## config.mk

```make
export PLATFORM = sky130hd
export DESIGN_NAME = up_counter
export DESIGN_NICKNAME = d
export VERILOG_FILES = /design/src/rtl/up_counter_pkg.sv /design/src/rtl/up_counter_next.sv /design/src/rtl/up_counter.sv
export SDC_FILE = /design/constraint.sdc
export NUM_CORES = 1
export LEC_CHECK = 0
export ABC_AREA = 0
export CAP_MARGIN = 0
export CORE_MARGIN = 4
export CORE_UTILIZATION = 40
export DETAILED_ROUTE_END_ITERATION = 8
export GPL_TIMING_DRIVEN = 0
export PLACE_DENSITY = 0.84
export SKIP_LAST_GASP = 1
export SLEW_MARGIN = 30
export SYNTH_ARGS = -nofsm -noshare
export SYNTH_HDL_FRONTEND = slang
export SYNTH_SLANG_ARGS = --single-unit
```

## constraint.sdc

```tcl
create_clock -name clk -period 2.3 [get_ports clk]
set_input_delay 0.46 -clock clk [delete_from_list [all_inputs] [get_ports clk]]
set_output_delay 0.46 -clock clk [all_outputs]
set_load 0.01 [all_outputs]
```

## src/rtl/up_counter_pkg.sv

```systemverilog
// up_counter_pkg: shared state encoding and mode constants for the up counter
package up_counter_pkg;
   typedef enum logic [1:0] {IDLE, RUN, DONE} state_t;
   localparam logic [1:0] MODE_WRAP = 2'b00, MODE_SAT = 2'b01, MODE_ONESHOT = 2'b10;
endpackage

```

## src/rtl/up_counter_next.sv

```systemverilog
// up_counter_next: next count, next state and event decode for the up counter
module up_counter_next import up_counter_pkg::*; #(
   parameter int N = 5,
   parameter int MODULUS = 32
) (
   input logic [N-1:0] counter,
   input state_t state,
   input logic en,
   input logic start,
   input logic stop,
   input logic load,
   input logic [N-1:0] load_val,
   input logic [1:0] mode,
   output logic [N-1:0] counter_nx,
   output state_t state_nx,
   output logic wrap_nx,
   output logic done_nx,
   output logic ovf_set
);
   localparam logic [N-1:0] MAX = N'(MODULUS - 1);
   logic go, inc, term;
   always_comb begin
      go = start && !stop;
      term = counter == MAX;
      // load suppresses every terminal-count side effect
      inc = state == RUN && !stop && en && !load;
      wrap_nx = inc && term && (mode == MODE_WRAP || mode == 2'b11);
      done_nx = inc && term && mode == MODE_ONESHOT;
      ovf_set = inc && term && mode == MODE_SAT;
      counter_nx = load ? (load_val > MAX ? MAX : load_val)
                 : state == DONE && go ? '0
                 : inc && !term ? counter + 1'b1
                 : wrap_nx ? '0 : counter;
      state_nx = state == RUN ? (stop ? IDLE : done_nx ? DONE : RUN)
               : go ? RUN : state;
   end
endmodule

```

## src/rtl/up_counter.sv

```systemverilog
// up_counter: programmable-modulus up counter with wrap, saturate and one-shot modes
module up_counter import up_counter_pkg::*; #(
   parameter int N = 5,
   parameter int MODULUS = 32
) (
   input logic clk,
   input logic reset,
   input logic en,
   input logic start,
   input logic stop,
   input logic load,
   input logic [N-1:0] load_val,
   input logic [1:0] mode,
   output logic [N-1:0] counter,
   output logic tc,
   output logic wrap_pulse,
   output logic done,
   output logic busy,
   output logic ovf
);
   state_t state, state_nx;
   logic [N-1:0] counter_nx;
   logic wrap_nx, done_nx, ovf_set;
   up_counter_next #(.N(N), .MODULUS(MODULUS)) u_next (
      .counter(counter), .state(state), .en(en), .start(start), .stop(stop),
      .load(load), .load_val(load_val), .mode(mode), .counter_nx(counter_nx),
      .state_nx(state_nx), .wrap_nx(wrap_nx), .done_nx(done_nx), .ovf_set(ovf_set)
   );
   assign tc = counter == N'(MODULUS - 1);
   always_ff @(posedge clk) begin
      if (reset) begin
         counter <= '0;
         state <= IDLE;
         wrap_pulse <= 1'b0;
         done <= 1'b0;
         busy <= 1'b0;
         ovf <= 1'b0;
      end else begin
         counter <= counter_nx;
         state <= state_nx;
         wrap_pulse <= wrap_nx;
         done <= done_nx;
         busy <= state_nx == RUN;
         ovf <= ovf | ovf_set;
      end
   end
endmodule

```

# Word-level counts from Yosys, hierarchy flattened
# Index checks and enable logic that the tools add are counted.
[op_classes] add_sub_neg=1 n_lt_le_gt_ge=1 eq_ne=7 muxes=9 bitwise_logic=1 reduce_logical=16
[ops] operator="5-bit 2-to-1 mux" n=5
[ops] operator="1-bit logical AND" n=10
[ops] operator="2-bit 2-to-1 mux" n=4
[ops] operator="2-bit by 1-bit == test with 1-bit output, second input constant" n=3
[ops] operator="2-bit == test, second input constant" n=3
[ops] operator="5-bit by 1-bit adder with 5-bit output, second input constant" n=1
[ops] operator="5-bit == test, second input constant" n=1
[ops] operator="5-bit > comparator, second input constant" n=1
[ops] operator="4-bit nonzero test" n=1
[ops] operator="1-bit logical NOT" n=3
[ops] operator="2-bit logical NOT" n=1
[ops] operator="1-bit logical OR" n=1
[ops] operator="1-bit bitwise OR" n=1
[totals] register_bits=11 out_inout_bits=10

# Logic depth before layout (Yosys ltp)
# Gate-level depths: netlist of the first run.
[depth] word_depth=10 depth_mapped=7 depth_no_buf=7

# By module
# A second synthesis of the first run with hierarchy kept.
[unflattened] hier_cells=76 area_unflattened_um2=661.9
[modules_own_cells] module="up_counter_next" instances=1 cells_each=50 area_each_um2=336.6 seq_area_each_um2=0.0
[modules_own_cells] module="up_counter" instances=1 cells_each=26 area_each_um2=325.3 seq_area_each_um2=220.2

# Worst setup path before layout of the first run
# OpenSTA, ideal clock, no wires.
[synth_path] path_kind="register -> register" startpoint="reg counter[0]" endpoint="reg counter[2]" setup_ps=91 arrival_time_ps=1744 required_time_ps=2209 setup_slack_ps=466 path_stages_with_launch=8 path_buffers=0 path_cell_list="dfxtp_1 ha_1 and3_1 ha_1 nand2b_1 a211oi_4 a21oi_2 a311oi_1"
[synth_between] elab_chain_cells=6 word_cells_on_any_way=10 classes_between="1 x add/sub; 1 x eq/ne; 3 x mux; 5 x reduce/logical"
[synth_rtl] item="from (decl)" line="up_counter.sv:14" rtl="output logic [N-1:0] counter,"
[synth_rtl] item="from (signal assigned)" line="up_counter.sv:39" rtl="counter <= counter_nx;"
[synth_rtl] item="5-bit == test *"
[synth_rtl] item="via tc" line="up_counter.sv:15" rtl="output logic tc,"
[synth_rtl] item="1-bit logical NOT" line="up_counter_next.sv:32" rtl=": inc && !term ? counter + 1'b1"
[synth_rtl] item="1-bit logical AND" line="up_counter_next.sv:32"
[synth_rtl] item="5-bit 2-to-1 mux" line="up_counter_next.sv:32"
[synth_rtl] item="5-bit 2-to-1 mux" line="up_counter_next.sv:31" rtl=": state == DONE && go ? '0"
[synth_rtl] item="5-bit 2-to-1 mux" line="up_counter_next.sv:30" rtl="counter_nx = load ? (load_val > MAX ? MAX : load_val)"
# The timed path passes the listed nets; every way through them passes the cells marked *.
# A chain may end at the register's enable or synchronous reset.

# Final worst setup path of the first run
[layout_path] startpoint="in mode[0]" endpoint="reg counter[2]"
[layout_between] elab_chain_cells=4 word_cells_on_any_way=5 classes_between="1 x eq/ne; 4 x reduce/logical"
[layout_rtl] item="from (decl)" line="up_counter.sv:13" rtl="input logic [1:0] mode,"
[layout_rtl] item="2-bit == test or 2-bit logical NOT (tied branches)" line="up_counter_next.sv:27" rtl="wrap_nx = inc && term && (mode == MODE_WRAP || mode == 2'b11);"
[layout_rtl] item="1-bit logical OR *" line="up_counter_next.sv:27"
[layout_rtl] item="1-bit logical AND *" line="up_counter_next.sv:27"
[layout_rtl] item="4-bit nonzero test (no source line) *"
# Mark *: on every way between the ends. The rest lies on a longest branch, timed or not.

==> results of run 1 <==
cells by family after synthesis:
| group | after synthesis |
|---|---|
| fa+ha+maj | 4 |
| compound gates | 15 |
| mux | 1 |
| buf+inv | 7 |
| flops | 11 |
| simple gates | 24 |
cell type report:
class | instances | area share
multi-input cells | 44 | 0.392
repair buffers | 21 | 0.256
clock buffers | 4 | 0.0316
inverters | 5 | 0.0226
plain buffers | 2 | 0.00904
well taps | 15 | 0.0226
flip-flops and latches | 11 | 0.267
layer usage:
layer,part of all wire,track usage,wire [µm],vias up
li1,-,-,-,275
met1,0.46,0.175,593,235
met2,0.42,0.192,539,17
met3,0.096,0.0791,122,4
met4,0.016,0.0682,21,0
met5,0,0,0,-
report_power, final:
group	internal, mW	total (mW)	switching [mW]
Clock	0.0673	0.133	0.0654
Combinational	0.0413	0.0684	0.0271
Sequential	0.198	0.205	0.00738
Total	0.306	0.406	0.0998
layout by cell type (no fill, tap or decap), types with 2 or more instances in the layout:
cell type / instances
a21oi_1: 4
a222oi_1: 2
a31oi_1: 2
and3_1: 2
and4bb_1: 2
clkbuf_1: 3
clkbuf_4: 3
clkdlybuf4s50_1: 20
dfxtp_1: 10
ha_1: 3
inv_1: 5
nand2_1: 4
nor2_1: 7
o21ai_0: 3
metrics by stage:
step	setup WS (ps)	utilization	instance area (µm²)	hold slack (ps)
finish	381	0.631	831	496
global route	261	0.631	831	567
CTS	16.3	0.629	828	493
detailed placement	88.6	0.606	798	461
global placement	102	0.606	798	466
floorplan	466	-	569	489
final timing paths:
check	from	end	slack [ps]
worst max-delay path	mode[0]	counter[2]$_SDFFE_PP0P_	380
worst min register to register	ovf$_SDFF_PP0_	ovf$_SDFF_PP0_	500
worst max register to register	counter[0]$_SDFFE_PP0P_	counter[2]$_SDFFE_PP0P_	460
worst min-delay path	ovf$_SDFF_PP0_	ovf$_SDFF_PP0_	500
worst register-to-register path, delay by kind of cell (launching register included):
kind            cells  cell delay (ps)
flops               1              340
simple gates        2              580
fa+ha+maj           2              430
compound gates      2              390
synth_stat cells (2+ instances only):
| library cell | number | share of area |
|---|---|---|
| nor2_1 | 7 | 0.046 |
| ha_1 | 4 | 0.088 |
| and3_1 | 2 | 0.022 |
| and4bb_1 | 2 | 0.044 |
| o21ai_0 | 3 | 0.026 |
| clkbuf_1 | 2 | 0.013 |
| a21oi_1 | 4 | 0.035 |
| nand2_1 | 4 | 0.026 |
| dfxtp_1 | 11 | 0.39 |
| a31oi_1 | 2 | 0.022 |
| inv_1 | 5 | 0.033 |
| a222oi_1 | 2 | 0.035 |
sequential cells by signal, indices dropped and copies added (netlist names):
register    cells
state           2
wrap_pulse      1
done            1
busy            1
counter         5
ovf             1
repair_timing:
action | 4_1_cts | 5_1_grt
resized for setup | 2 | 1
hold buffers | 0 | 0
pin swaps | 0 | 0
endpoints found under the setup margin | 1 | 1
==> summary.txt, run 1 <==
Run status
  – Outcome: finished clean

Drt
  – Final wirelength: 1280 µm
  – Starting DRT DRC Count: 9
  – Vias: 531
  – Pre-antenna DRT Iters: 4
  – Post-detailed-route wirelength per cell: 12.5 µm
  – DRC errors left: 0
  – Vias per inst: 5.21
  – Post-route ant nets: 0

Setup path
  – Delay-heaviest family, CP: compound AO/OA/AOI/OAI gates
  – Reg2reg path depth: 6
  – CP Capture Type: flip-flop
  – CP Class: in2reg
  – Worst Setup Start Kind: input port
  – Stages on worst setup path: 7
  – CP Max Fanout: 5
  – WP buf/inv: 2
  – Worst Path Required: 2490 ps
  – Crit path cell chain: clkdlybuf4s50_1 -> inv_1 -> ha_1 -> nand2b_1 -> a211oi_4 -> a21oi_2 -> a311oi_1
  – Worst path arrival time: 2100 ps
  – Crit path max-delay cell type: clkdlybuf4s50_1
  – Critical path's largest stage delay: 480 ps

Synth
  – Seq/Total Area, Yosys: 0.387
  – EDFF count, synth: 0
  – Yosys Warn Count: 0
  – Post-Syn Area: 569 µm²
  – Compound-Gate Fraction of Synth Area: 0.200
  – Ys flop type: dfxtp_1
  – Post-synthesis mux area share: 0.0176
  – FF+latch count, synth: 11
  – Main combinational cell family by area after synthesis: simple AND/OR/NAND/NOR gates
  – Post-synthesis xor/xnor area fraction: 0
  – Simple logic cell fraction of the synthesized area: 0.262
  – Synth Instances: 62
  – Number of different library cells in the post-synthesis netlist: 26
  – Post-Syn Area per Cell: 9.18 µm²
  – Post-synthesis adder-cell area fraction: 0.0879
  – Asr flop ratio synth: 0
  – Syn Nets: 79

Job
  – Max-cap violations: 0

GRT
  – First-pass GRT wire length: 2020 µm
  – Congestion Overflow GR: 0
  – Total Routing Usage GR: 0.141
  – Vias in the first global route: 491
  – Largest net degree at the start of global routing: 11
  – Initial antenna violation count: 0

Clock tree
  – Post-CTS setup buffers: 0
  – Clk root buf: clkbuf_4
  – Clk buf depth: 2
  – CTS tree: yes
  – CTS Buf Count: 3
  – Worst-path clk slew: 70 ps
  – CTS H-tree depth: 1
  – Latest clock arrival within the worst-skew pair: 270 ps
  – Sink Count: 11

Timing
  – Max-slew headroom: 0.673
  – Final min period: 1920 ps
  – Fin. max-slew vios: 0
  – Fin Clk Skew: 3.30 ps
  – # setup viols final: 0
  – Tcrit/Tclk final: 0.834
  – Final hold viol count: 0
  – Worst slew pin tran: 490 ps
  – Total Neg Setup Slack: 0 ps
  – RSZ-0062 raised after global routing: no
  – FMAX: 521 MHz

Cells and area
  – Final Non-Filler Cells: 102
  – Total area of sequential cells: 221 µm²
  – FILL cells: 119
  – Synth-to-Final Area Change: 45.9%
  – Multi-input logic area: 325 µm²
  – Nets: 105
  – Antenna diodes: 0
  – Layout cells sized above 1: 0.0920

Min path
  – Hold depth: 2
  – Hold Crit Class: reg2reg

Placement
  – Routability Congestion: 0.706
  – DP Cell Count: 98
  – Hpwl dp: 946 µm
  – Number of port buffers: 21

Floorplanning
  – Initial Util: 0.432
  – Core Region: 1320 µm²
  – Die width: 45.7 µm
  – Std-Cell Rows: 13
  – Die ar.: 2090 µm²
  – Top Ports: 23
  – Die height: 45.7 µm

Power
  – PD cells: 489 nW/µm²
  – Worst ir drop on vdd: 0.322 mV
  – Final Power: 0.406 mW
  – Leakage: 0.348 nW
Note: power is estimated with default switching activity, not from simulation.
==> run 2: changes to the inputs <==
--- a/config.mk
+++ b/config.mk
@@ -7,11 +7,12 @@
 export LEC_CHECK = 0
 export ABC_AREA = 0
 export CAP_MARGIN = 0
+export CORE_ASPECT_RATIO = 1.1
 export CORE_MARGIN = 4
-export CORE_UTILIZATION = 40
+export CORE_UTILIZATION = 36
 export DETAILED_ROUTE_END_ITERATION = 8
 export GPL_TIMING_DRIVEN = 0
-export PLACE_DENSITY = 0.84
+export PLACE_DENSITY = 0.8
 export SKIP_LAST_GASP = 1
 export SLEW_MARGIN = 30
 export SYNTH_ARGS = -nofsm -noshare
==> constraint.sdc (replaced) <==
create_clock -name clk -period 1.7 [get_ports clk]
set_input_delay 0.34 -clock clk [delete_from_list [all_inputs] [get_ports clk]]
set_output_delay 0.34 -clock clk [all_outputs]
set_load 0.01 [all_outputs]
==> run 2 against run 1 <==
Net effect: power grew 40%; routed wire length grew 10%; flip-flop and latch count is the same; global-route usage shrank 1.7 points; cell count grew 5.9%; clock power grew 39%; setup slack lost 360 ps; critical endpoint is now counter[1]$_SDFFE_PP0P_; largest power group unchanged; highest routed layer unchanged.
==> summary.txt, run 2 (synthesized netlist as in run 1, its figures left out) <==
Cells and area
  – Multi-input logic area: 383 µm²
  – Nets: 110
  – Most common cell after layout, fill and taps aside: clkdlybuf4s50_1
  – Fin area: 935 µm²
  – Largest Register: counter
  – Total area of sequential cells: 225 µm²
  – Synth-to-Final Area Change: 64.2%
  – Antenna diodes: 0
  – Max reg flops: 5
  – Regs by FF count: counter (5), state (2)
  – Final Non-Filler Cells: 108
  – Most frequent cells in the layout: clkdlybuf4s50_1, dfxtp_1, nor2_1, inv_1
  – FILL cells: 122
  – Final Core Density: 0.651
  – Layout cells sized above 1: 0.217

Timing
  – Worst slew pin tran: 561 ps
  – Max-slew headroom: 0.626
  – FMAX: 597 MHz
  – Tcrit/Tclk final: 0.986
  – Fin. max-slew vios: 0
  – Setup ws final: 23.6 ps
  – Total Neg Setup Slack: 0 ps
  – Fin Clk Skew: 2.24 ps
  – Final min period: 1680 ps
  – # setup viols final: 0
  – Hold Slack: 474 ps
  – RSZ-0062 raised after global routing: yes
  – Final hold viol count: 0

GRT
  – Largest net degree at the start of global routing: 11
  – Total Routing Usage GR: 0.124
  – Vias in the first global route: 522
  – First-pass GRT wire length: 2080 µm
  – Initial antenna violation count: 0
  – Congestion Overflow GR: 0

Min path
  – Hold Crit Class: reg2reg

Power
  – Power Internal: 0.422 mW
  – Comb pwr share: 0.183
  – Final Power: 0.569 mW
  – Worst ir drop on vdd: 0.392 mV
  – PD cells: 609 nW/µm²
  – Switching Fraction: 0.259
  – Leakage: 0.370 nW
  – Sequential Power Share: 0.491
  – Clk pwr share: 0.326
  – P_sw: 0.147 mW

Drt
  – Starting DRT DRC Count: 8
  – Vias per inst: 5.39
  – Post-route ant nets: 0
  – Pre-antenna DRT Iters: 4
  – DRC errors left: 0
  – Vias: 582
  – Post-detailed-route wirelength per cell: 13.0 µm
  – Final wirelength: 1410 µm

Setup path
  – Delay-heaviest family, CP: compound AO/OA/AOI/OAI gates
  – Critical path's largest stage delay: 360 ps
  – CP Max Fanout: 4
  – FF-to-FF Start: counter[0]$_SDFFE_PP0P_
  – Worst path arrival time: 1830 ps
  – Crit path max-delay cell type: dfxtp_4
  – Stages on worst setup path: 8
  – R2R Path End: counter[1]$_SDFFE_PP0P_
  – WP buf/inv: 1
  – Reg2reg path depth: 8
  – Most frequent CP cell: ha_4
  – Worst Setup Start Kind: flip-flop
  – Worst Path Required: 1850 ps
  – Crit path cell chain: ha_4 -> and3_4 -> ha_4 -> nand2b_4 -> a211oi_4 -> buf_6 -> a222oi_1 -> nor2_1
  – CP Capture Type: flip-flop
  – Setup crit start: counter[0]$_SDFFE_PP0P_
  – Crit path capture: counter[1]$_SDFFE_PP0P_
  – CP Class: reg2reg
  – Flop2flop setup slack: 20 ps

Job
  – Max-cap violations: 0

Clock tree
  – Worst-path clk slew: 70 ps
  – Clk buf depth: 2
  – Latest clock arrival within the worst-skew pair: 280 ps
  – CTS hold repair buffers: 0
  – CTS H-tree depth: 1
  – CTS tree: yes
  – Sink Count: 11
  – CTS Buf Count: 3
  – Clk root buf: clkbuf_4

Floorplanning
  – Initial Util: 0.396
  – Die height: 49.7 µm
  – Die width: 45.9 µm
  – Std-Cell Rows: 14
  – Core Region: 1440 µm²
  – Die ar.: 2280 µm²
  – Top Ports: 23

Placement
  – Routability Congestion: 0.749
  – DP Cell Count: 99
  – Placed cell areas: 813 µm²
  – Number of port buffers: 21
  – Dpl ws: -386 ps

Run status
  – Outcome: finished clean
-- run 2: changes by cell type in the layout (fill, tap and decap cells not counted), moves of 2 or more --
cell	delta
buf_4	+4
buf_6	+2
clkdlybuf4s50_1	-2
ha_4	+2
-- run 2: worst min-delay path by stage --
| stage | end | cells past startpoint | from | slack [ps] |
|---|---|---|---|---|
| final | ovf$_SDFF_PP0_ | 2 | ovf$_SDFF_PP0_ | 470 |
| after CTS | ovf$_SDFF_PP0_ | 2 | ovf$_SDFF_PP0_ | 470 |
| after global placement | ovf$_SDFF_PP0_ | 2 | ovf$_SDFF_PP0_ | 450 |
| after detailed placement | ovf$_SDFF_PP0_ | 2 | ovf$_SDFF_PP0_ | 460 |
| after floorplan | counter[0]$_SDFFE_PP0P_ | 2 | load_val[0] | 480 |
| after global routing | ovf$_SDFF_PP0_ | 2 | ovf$_SDFF_PP0_ | 500 |
-- run 2: power groups by stage --
| stage | registers [mW] | logic [mW] | clock network (mW) |
|---|---|---|---|
| 2_1_floorplan | 0.286 | 0.0374 | 0 |
| 3_5_place_dp | 0.283 | 0.0932 | 0 |
| 3_3_place_gp | 0.283 | 0.0920 | 0 |
| 6_report | 0.280 | 0.104 | 0.185 |
| 4_1_cts | 0.278 | 0.0980 | 0.190 |
| 5_1_grt | 0.282 | 0.115 | 0.206 |
-- run 2: area by class of cell --
class,instances,area share
inverters,5,0.0201
multi-input cells,44,0.410
well taps,16,0.0214
repair buffers,26,0.272
plain buffers,2,0.00803
flip-flops and latches,11,0.241
clock buffers,4,0.0281
-- run 2: timing repair --
item                       in CTS  in global routing
pin swaps                       3                  6
gates resized for setup        10                  7
setup endpoints to repair       5                  6
buffers inserted                2                  3
-- run 2: worst reg2reg max path: stages (launching register included) --
cell and delay [ps]:
dfxtp_4 360, ha_4 160, and3_4 180, ha_4 180, nand2b_4 80, a211oi_4 60, buf_6 150, a222oi_1 310
nor2_1 80
-- run 2: metal layers --
metal	part of all wire	track usage	up-vias	wire [µm]
met3	0.075	0.0364	2	105
met2	0.50	0.186	20	710
met5	0	0	-	0
met4	0.024	0.0711	0	34
li1	-	-	285	-
met1	0.39	0.151	275	555
